### src/rtl/mau_dot_accumulator.sv
// Dot-product sequencer around the MULT18 multiplier: feeds operand pairs, registers products, accumulates LEN of them.
// Build option: define MAU_DOT_SAT_EN to saturate the accumulator on carry-out instead of wrapping.
module mau_dot_accumulator #(
  parameter int LEN_W = 8,
  parameter int ACC_W = 48
) (
  input  logic             clk_i,
  input  logic             reset_i,
  input  logic             start_i,
  input  logic [LEN_W-1:0] len_i,
  input  logic             in_valid_i,
  output logic             in_ready_o,
  input  logic [17:0]      in_a_i,
  input  logic [17:0]      in_b_i,
  output logic [17:0]      mul_a_o,
  output logic [17:0]      mul_b_o,
  input  logic [35:0]      mul_p_i,
  output logic             out_valid_o,
  input  logic             out_ready_i,
  output logic [ACC_W-1:0] out_acc_o,
  output logic             out_ovf_o,
  output logic             busy_o
);

  typedef enum logic [1:0] {
    IDLE  = 2'd0,
    RUN   = 2'd1,
    DRAIN = 2'd2,
    DONE  = 2'd3
  } state_t;

  state_t           state_q, state_d;
  logic [LEN_W-1:0] rem_q, rem_d;
  logic             in_ready_q, in_ready_d;
  logic             out_valid_q, out_valid_d;
  logic             busy_q, busy_d;
  logic [17:0]      mul_a_q, mul_b_q;
  logic             v1_q, v2_q;
  logic [35:0]      prod_q;
  logic [ACC_W-1:0] acc_q, acc_d;
  logic             ovf_q, ovf_d;
  logic [ACC_W:0]   sum_s;
  logic             accept_s;
  logic             start_take_s;

  assign accept_s     = in_valid_i && in_ready_q;
  assign start_take_s = (state_q == IDLE) && start_i;

  always_ff @(posedge clk_i) begin
    if (reset_i) begin
      state_q <= IDLE;
    end else begin
      state_q <= state_d;
    end
  end

  always_comb begin
    state_d = state_q;
    case (state_q)
      IDLE: begin
        if (start_i) begin
          state_d = (len_i != '0) ? RUN : DONE;
        end else begin
          state_d = IDLE;
        end
      end
      RUN: begin
        if (accept_s && (rem_q == LEN_W'(1))) begin
          state_d = DRAIN;
        end else begin
          state_d = RUN;
        end
      end
      // Wait for the last product to leave S2 and land in the accumulator.
      DRAIN: begin
        if (!v1_q && !v2_q) begin
          state_d = DONE;
        end else begin
          state_d = DRAIN;
        end
      end
      DONE: begin
        if (out_valid_q && out_ready_i) begin
          state_d = IDLE;
        end else begin
          state_d = DONE;
        end
      end
      default: state_d = IDLE;
    endcase
  end

  // Handshake outputs are registered, so they are derived from the next state.
  always_comb begin
    in_ready_d  = (state_d == RUN) && (rem_d != '0);
    out_valid_d = (state_d == DONE);
    busy_d      = (state_d != IDLE);
  end

  always_comb begin
    rem_d = rem_q;
    if (start_take_s) begin
      rem_d = len_i;
    end else if (accept_s) begin
      rem_d = rem_q - LEN_W'(1);
    end else begin
      rem_d = rem_q;
    end
  end

  always_comb begin
    sum_s = {1'b0, acc_q} + (ACC_W+1)'(prod_q);
    acc_d = acc_q;
    ovf_d = ovf_q;
    if (start_take_s) begin
      acc_d = '0;
      ovf_d = 1'b0;
    end else if (v2_q) begin
      ovf_d = ovf_q | sum_s[ACC_W];
`ifdef MAU_DOT_SAT_EN
      acc_d = sum_s[ACC_W] ? {ACC_W{1'b1}} : sum_s[ACC_W-1:0];
`else
      acc_d = sum_s[ACC_W-1:0];
`endif
    end else begin
      acc_d = acc_q;
      ovf_d = ovf_q;
    end
  end

  always_ff @(posedge clk_i) begin
    if (reset_i) begin
      rem_q       <= '0;
      in_ready_q  <= 1'b0;
      out_valid_q <= 1'b0;
      busy_q      <= 1'b0;
      mul_a_q     <= 18'd0;
      mul_b_q     <= 18'd0;
      v1_q        <= 1'b0;
      v2_q        <= 1'b0;
      prod_q      <= 36'd0;
      acc_q       <= '0;
      ovf_q       <= 1'b0;
    end else begin
      rem_q       <= rem_d;
      in_ready_q  <= in_ready_d;
      out_valid_q <= out_valid_d;
      busy_q      <= busy_d;
      // Operands hold their last value when idle to keep the multiplier quiet.
      if (accept_s) begin
        mul_a_q <= in_a_i;
        mul_b_q <= in_b_i;
      end
      v1_q <= accept_s;
      v2_q <= v1_q;
      if (v1_q) begin
        prod_q <= mul_p_i;
      end
      acc_q <= acc_d;
      ovf_q <= ovf_d;
    end
  end

  assign in_ready_o  = in_ready_q;
  assign out_valid_o = out_valid_q;
  assign busy_o      = busy_q;
  assign mul_a_o     = mul_a_q;
  assign mul_b_o     = mul_b_q;
  assign out_acc_o   = acc_q;
  assign out_ovf_o   = ovf_q;

endmodule

### config.mk
export PLATFORM = sky130hd
export DESIGN_NAME = mau_dot_accumulator
export DESIGN_NICKNAME = d
export VERILOG_FILES = /design/src/rtl/mau_dot_accumulator.sv
export SDC_FILE = /design/constraint.sdc
export NUM_CORES = 1
export LEC_CHECK = 0
export BUFFER_PORTS_ARGS = -buffer_cell sky130_fd_sc_hd__buf_2
export CAP_MARGIN = 0
export CORE_UTILIZATION = 55
export DETAILED_ROUTE_END_ITERATION = 12
export GPL_ROUTABILITY_DRIVEN = 0
export HOLD_SLACK_MARGIN = 0.02
export PLACE_DENSITY = 0.79
export SYNTH_ARGS = -nofsm -noshare
export SYNTH_HDL_FRONTEND = slang
export SYNTH_SLANG_ARGS = --single-unit
### constraint.sdc
create_clock -name clk_i -period 4.6 [get_ports clk_i]
set_clock_uncertainty 0.1 [all_clocks]
set_input_delay 0.92 -clock clk_i [delete_from_list [all_inputs] [get_ports clk_i]]
set_output_delay 0.92 -clock clk_i [all_outputs]
set_load 0.005 [all_outputs]
# After elaboration in Yosys (flattened, before gate mapping)
# Index checks and enable logic that the tools add are counted.
# word_totals
register_bits	136
in_bits	85
word_cells	42
# op_classes
add_sub_neg	2
n_eq_ne	6
muxes	8
n_bitwise	1
n_reduce_logical	13
# ops
cell	n
adder 48 x 36 -> 49 bit	1
two-way mux 8 bit	2
nonzero test 8 bit	2
== test 8 x 1 -> 1 bit (second input constant)	1
two-way mux 2 bit	4
one-hot mux 2 bit (4 select lines)	1
subtractor 8 x 1 -> 8 bit (second input constant)	1
== test 2 bit (second input constant)	3
logical AND 1 bit	6
== test 2 x 1 -> 1 bit (second input constant)	2
logical NOT 1 bit	2
logical NOT 2 bit	1
nonzero test 2 bit	1
OR reduction 2 bit	1
two-way mux 1 bit	1
OR 1 bit	1

# Logic depth before layout (Yosys ltp)
# Gate-level depths: netlist (run 1).
# logic_depth
depth_word	6
mapped_depth	10
ltp_nobuf	10

# Least setup slack after synthesis (run 1)
# Ideal clock, no wire load.
# synth_path
path_type	reg2reg
start	register acc_q[0] (netlist: out_acc_o[0])
end	register acc_q[32] (netlist: out_acc_o[32])
t_arrival_ps	2497
t_required_ps	4378
slack_ps	1881
path_stages_with_launch	11
synth_period_minus_slack_ps	2719
cell_sequence	dfxtp_1 > ha_1 > fa_1 > a21oi_1 > o21ai_0 > o211ai_1 > nand3b_1 > a311o_1 > a41oi_1 > mux2i_1 > a311o_1
# synth_between
elab_chain_cells	1
# synth_rtl
item	line_no	rtl
start, declared	40	logic [ACC_W-1:0] acc_q, acc_d;
start signal, assigned	142	acc_q <= '0;
start signal, assigned	159	acc_q <= acc_d;
adder 48 x 36 -> 49 bit	112	sum_s = {1'b0, acc_q} + (ACC_W+1)'(prod_q);
# Every way passes these cells.
# A chain may end at the register's enable or synchronous reset.

# Worst setup path in the final report (run 1)
# layout_path
start	register acc_q[0] (netlist: out_acc_o[0])
end	register acc_q[38] (netlist: out_acc_o[38])
# The elaborated chain is that of the path after synthesis.

==> results of run 1 <==
==> power breakdown <==
part           switching, W  internal [W]
Sequential        0.0000265       0.00121
Clock              0.000536      0.000797
Combinational      0.000135      0.000101
==> logic make-up after synthesis <==
group	count (synthesis)
compound gates	204
fa+ha+maj	39
flops	136
xor+xnor	32
simple gates	335
mux	68
buf+inv	61
==> final cells by class <==
cell class / count / area (um2) / share of cell area [%]
clock buffer: 17 / 425 / 4.89
clock inverter: 15 / 153 / 1.75
inverter: 15 / 56.3 / 0.647
multi-input combinational: 678 / 4220 / 48.4
sequential: 136 / 2730 / 31.3
tap: 172 / 215 / 2.47
timing repair buffer: 179 / 913 / 10.5
==> final timing paths <==
path / start / depth (start not counted) / to / slack, ns
worst max-delay path: out_acc_o[0] / 10 / out_acc_o[38] / 1.45
worst min register to register: mul_b_o[9] / 2 / mul_b_o[9] / 0.35
worst max register to register: out_acc_o[0] / 10 / out_acc_o[38] / 1.45
worst min-delay path: mul_b_o[9] / 2 / mul_b_o[9] / 0.35
==> worst min-delay path, delay by kind of cell (launching register included) <==
family | cells | cell delay (ns)
flip-flops | 1 | 0.30
AND/OR/NAND/NOR | 1 | 0.05
AO/OA/AOI/OAI | 1 | 0.05
==> flip-flops by register name, summed over array words and instances, names as in the netlist, 2 cells and up <==
register / count
mul_a_o: 18
mul_b_o: 18
out_acc_o: 48
prod_q: 36
rem_q: 8
state_q: 2
==> cell usage in the layout, fill, tap and decap left out, types with 3 or more instances in the layout <==
| cell | n |
|---|---|
| xnor2_1 | 19 |
| o21ai_2 | 3 |
| nor4_1 | 4 |
| a31oi_1 | 7 |
| a311o_1 | 4 |
| nand3_1 | 28 |
| a211oi_1 | 7 |
| clkbuf_16 | 17 |
| clkinv_2 | 4 |
| and2_1 | 4 |
| o21bai_1 | 8 |
| buf_2 | 172 |
| and3_1 | 10 |
| nand4_1 | 9 |
| o211ai_1 | 7 |
| ha_1 | 38 |
| dfxtp_1 | 134 |
| nor2_1 | 105 |
| nand2_1 | 119 |
| a41oi_1 | 5 |
| xor2_1 | 13 |
| buf_4 | 7 |
| nor2b_1 | 9 |
| o21a_1 | 4 |
| o21ai_0 | 34 |
| inv_6 | 3 |
| a21oi_1 | 89 |
| nor3_1 | 13 |
| or3_1 | 20 |
| a21o_1 | 11 |
| o31ai_1 | 7 |
| inv_1 | 15 |
| clkinvlp_4 | 5 |
| mux2i_1 | 68 |
==> per-layer routing <==
| layer | track usage (%) | vias to the layer above |
|---|---|---|
| li1 | - | 3409 |
| met1 | 36.3 | 3101 |
| met3 | 4.31 | 32 |
| met4 | 10.9 | 0 |
| met2 | 42.9 | 204 |
| met5 | 0 | - |
==> per-stage QoR <==
| stage | hold slack [ns] | instance area, um2 |
|---|---|---|
| 6_report | 0.352 | 8710 |
| 5_1_grt | 0.370 | 8710 |
| 4_1_cts | 0.351 | 8710 |
| 3_5_place_dp | 0.343 | 8130 |
| 3_3_place_gp | 0.339 | 8130 |
| 2_1_floorplan | 0.349 | 7160 |
==> results.py, run 1 <==
metrics = {
    "power": {
        "leakagePower_nw": 3.79,
        "power_w": 0.00281,
        "ir_worst_vdd_mv": 0.224,
        "p_per_area_mw_per_mm2": 323,
    },
    "critical_path": {
        "cp_slowest_stage_delay_ns": 0.41,
        "cpMaxStageDelayCell": "fa_1",
        "path_class": "reg -> reg",
        "crit_family": "compound AO/OA/AOI/OAI gates",
        "cp_max_fo": 6,
        "critical_path_buf_inv_count": 0,
        "cp-end-kind": "flop",
        "crit_required_ns": 4.86,
        "arrival_ns": 3.40,
        "cp-start-kind": "flop",
        "cp_cell_sequence": "ha_1, fa_1, a21oi_1, o21ai_0, o211ai_1, o21ai_0, o31ai_1, and2_1, a2bb2oi_1, mux2i_1",
        "crit_top_cell": "o21ai_0",
    },
    "finish": {
        "utilization_pct": 68.7,
        "antennaDiodeCount": 0,
        "drive_gt1_share_pct": 21.7,
        "fill_cells": 1089,
        "area_growth_pct": 21.5,
        "nets": 1151,
        "finalNonFillerCells": 1212,
    },
    "drt": {
        "post_drt_wl_per_cell_um": 14.8,
        "routed_wirelength_um": 18000,
        "antenna_left": 0,
        "wl_met3_um": 986,
        "num_vias": 6746,
        "drc_errors": 0,
        "wirelength_met1_um": 8140,
        "via_per_inst": 5.57,
        "dr.pass1.iters": 5,
        "wl_met2_um": 8480,
        "top_layer_used": "met4",
        "drt_iter0_drc": 433,
    },
    "timing": {
        "setup_ws_ns": 1.45,
        "slew_violations": 0,
        "worst_pin_slew_ns": 0.980,
        "maxSlewHeadroom_pct": 34.7,
        "fmax_mhz": 318,
        "setup_tns_ns": 0,
        "rsz0062_at_grt": "no",
        "post-route-period-util_pct": 68.4,
        "hold_viol_final": 0,
        "setup_viol": 0,
        "period_needed_ns": 3.15,
    },
    "synth": {
        "ys_seq_area_share_pct": 38.0,
        "synthAdderAreaFrac_pct": 6.92,
        "synth-edff-count": 0,
        "yosysMostFrequentCell": "dfxtp_1",
        "syn-cell-area_mm2": 0.00716,
        "ys_top_cells_by_area": "dfxtp_1 (38%), mux2i_1 (9.5%), ha_1 (6.6%)",
        "synth_top_family_by_area": "simple AND/OR/NAND/NOR gates",
        "synth-seq-cells": 136,
        "synth-compound-area-share_pct": 17.5,
        "synth_top_area_share_pct": 38.0,
        "synth.area.mux_share_pct": 9.50,
        "ys_top_cells_by_count": "dfxtp_1 (136), nand2_1 (119), nor2_1 (106)",
        "synth_area_per_cell_um2": 8.19,
        "synth_xor_area_share_pct": 3.91,
        "synth_cell_types": 56,
        "synthSimpleGateAreaFrac_pct": 21.0,
        "syn_inst": 875,
        "synth-main-ff-cell": "dfxtp_1",
        "yosys_warnings": 0,
        "synth_nets": 999,
        "async_flop_share_pct": 0,
        "yosysTopAreaCell": "dfxtp_1",
    },
    "global_routing": {
        "track_usage_pct": 26.9,
        "grt_pass1_vias": 5957,
        "grt_pass1_wl_um": 28500,
        "antenna_found_initial": 0,
        "grt_max_degree": 98,
        "global_route.overflow_total": 0,
    },
    "place": {
        "io_buffers": 172,
        "post-place-cells": 1180,
        "place_ws_ns": 1.47,
        "hpwlAfterDp_um": 12700,
    },
    "clock_network": {
        "clk_pin_slew_ns": 0.06,
        "post-cts-setup-buffers": 0,
        "cts_tree": "built",
        "cts_buffers": 17,
        "clockBufferDepth": 2,
        "clkSinkCount": 136,
        "hold_buffers": 0,
        "cts-resized-gates": 0,
        "insertion_delay_ns": 0.43,
        "cts_root_buf": "clkbuf_16",
        "h-tree-depth": 4,
    },
    "floorplanning": {
        "boundaryPins": 173,
        "core_mm2": 0.0127,
        "rows": 41,
        "die_area_mm2": 0.0135,
        "die_h_um": 116,
        "die_w_um": 116,
        "start_util_pct": 56.5,
    },
    "worst_hold_path": {
        "worstHoldPathType": "reg -> reg",
    },
    "flow_run": {
        "cap_violations": 0,
    },
    "outcome": {
        "outcome": "completed",
    },
}
No activity file was read; power rests on OpenSTA's default activity.
==> run 2, diff against run 1 <==
--- a/config.mk
+++ b/config.mk
@@ -7,11 +7,11 @@
 export LEC_CHECK = 0
 export BUFFER_PORTS_ARGS = -buffer_cell sky130_fd_sc_hd__buf_2
 export CAP_MARGIN = 0
-export CORE_UTILIZATION = 55
+export CORE_UTILIZATION = 54
 export DETAILED_ROUTE_END_ITERATION = 12
 export GPL_ROUTABILITY_DRIVEN = 0
 export HOLD_SLACK_MARGIN = 0.02
-export PLACE_DENSITY = 0.79
+export PLACE_DENSITY = 0.77
 export SYNTH_ARGS = -nofsm -noshare
 export SYNTH_HDL_FRONTEND = slang
 export SYNTH_SLANG_ARGS = --single-unit
==> constraint.sdc (replaced) <==
create_clock -name clk_i -period 3.3 [get_ports clk_i]
set_clock_uncertainty 0.1 [all_clocks]
set_input_delay 0.66 -clock clk_i [delete_from_list [all_inputs] [get_ports clk_i]]
set_output_delay 0.66 -clock clk_i [all_outputs]
set_load 0.005 [all_outputs]
==> run 2 against run 1 <==
Non-clock buffer count is 4 higher. Sequential power increased by 40%. Count of clock-buffer cells in the layout rose by 9. Die area is 1.8% higher.
==> results.py, run 2 (same netlist as run 1, synthesis figures left out) <==
metrics = {
    "place": {
        "hpwlAfterDp_um": 13100,
        "io_buffers": 172,
    },
    "drt": {
        "dr.pass1.iters": 4,
        "num_vias": 6697,
        "post_drt_wl_per_cell_um": 15.1,
        "drc_errors": 0,
        "drt_iter0_drc": 404,
        "via_per_inst": 5.51,
        "routed_wirelength_um": 18400,
        "antenna_left": 0,
    },
    "finish": {
        "area_growth_pct": 21.8,
        "multi_input_area_mm2": 0.00422,
        "layout_commonest_cell": "buf_2",
        "antennaDiodeCount": 0,
        "nets": 1155,
        "final_cell_mix": "buf_2 (172), dfxtp_1 (134), nand2_1 (119), nor2_1 (105), a21oi_1 (89)",
        "seq_area_mm2": 0.00273,
        "drive_gt1_share_pct": 21.7,
        "largest_register_ffs": 48,
        "fill_cells": 1120,
    },
    "power": {
        "leakagePower_nw": 3.80,
        "p_per_area_mw_per_mm2": 443,
        "ir_worst_vdd_mv": 0.357,
    },
    "timing": {
        "post-route-period-util_pct": 92.9,
        "worst_pin_slew_ns": 0.607,
        "maxSlewHeadroom_pct": 59.5,
        "rsz0062_at_grt": "no",
        "hold_viol_final": 0,
        "slew_violations": 0,
        "period_needed_ns": 3.07,
        "setup_viol": 0,
        "whs_ns": 0.349,
        "setup_tns_ns": 0,
        "fmax_mhz": 326,
    },
    "worst_hold_path": {
        "hold_depth": 2,
        "worstHoldPathType": "reg -> reg",
    },
    "outcome": {
        "outcome": "completed",
    },
    "critical_path": {
        "cpMaxStageDelayCell": "fa_1",
        "cp-start-kind": "flop",
        "cp_max_fo": 6,
        "cp_slowest_stage_delay_ns": 0.44,
        "r2r_setup_slack_ns": 0.23,
        "rr_worst_depth": 10,
        "arrival_ns": 3.31,
        "path_class": "reg -> reg",
        "crit_required_ns": 3.55,
        "cp-end-kind": "flop",
        "cp_cell_sequence": "ha_1, fa_1, a21oi_1, o21ai_1, o211ai_1, o21ai_0, o31ai_2, and2_2, a2bb2oi_1, mux2i_1",
    },
    "clock_network": {
        "clk_pin_slew_ns": 0.05,
        "cts_tree": "built",
        "cts_root_buf": "clkbuf_16",
        "clockBufferDepth": 2,
        "hold_buffers": 0,
        "clkSinkCount": 136,
        "cts_buffers": 17,
        "insertion_delay_ns": 0.42,
        "h-tree-depth": 4,
    },
    "floorplanning": {
        "rows": 41,
        "die_h_um": 117,
        "start_util_pct": 56.1,
        "die_w_um": 117,
        "boundaryPins": 173,
        "die_area_mm2": 0.0137,
        "core_mm2": 0.0128,
    },
    "global_routing": {
        "grt_pass1_vias": 6089,
        "antenna_found_initial": 0,
        "global_route.overflow_total": 0,
        "grt_max_degree": 54,
        "track_usage_pct": 26.8,
        "grt_pass1_wl_um": 28700,
    },
    "flow_run": {
        "cap_violations": 0,
    },
}
[run 2: timing repair]
action	CTS	global route
resized for setup	0	3
endpoints found under the hold margin	0	0
setup buffers	0	0
endpoints found under the setup margin	0	7
[run 2: where the power goes]
group,internal (W),leakage [nW],switching (W)
clock,0.00112,0.271,0.000692
combinational,0.000144,2.43,0.000190
sequential,0.00169,1.10,0.0000353
[run 2: layer usage]
layer	up-vias	global-route usage (%)	wire length, um
met5	-	0	0
met4	0	10.4	418
met3	31	6.23	995
met2	172	43.8	8670
met1	3087	34.2	8270
li1	3407	-	-
[run 2: per-stage QoR]
stage	worst slack, ns	area, um2	utilization (%)	instances	total power (W)
after floorplan	0.581	7160	-	875	0.00196
after global placement	0.278	8160	63.9	1184	0.00209
after detailed placement	0.184	8160	63.9	1184	0.00209
after CTS	0.0905	8720	68.3	1216	0.00389
after global routing	0.0307	8730	68.3	1216	0.00400
final	0.233	8730	68.3	1216	0.00387
[run 2: layout make-up]
type / count / share of cell area, %
clock buffer: 26 / 5.72
multi-input combinational: 678 / 48.4
sequential: 136 / 31.2
tap: 172 / 2.47
inverter: 15 / 0.645
timing repair buffer: 183 / 10.8
clock inverter: 6 / 0.731
[run 2: worst max-delay path, delay by kind of cell (launching register included)]
kind	cells	cell delay, ns
AO/OA/AOI/OAI	6	1.42
adder cells (fa/ha/maj)	2	0.68
flip-flops	1	0.32
AND/OR/NAND/NOR	1	0.27
multiplexers	1	0.20
[run 2: final timing paths]
kind,from,endpoint
setup / recovery,out_acc_o[0],out_acc_o[38]
hold / removal,mul_a_o[10],mul_a_o[10]
setup reg to reg,out_acc_o[0],out_acc_o[38]
hold reg to reg,mul_a_o[10],mul_a_o[10]
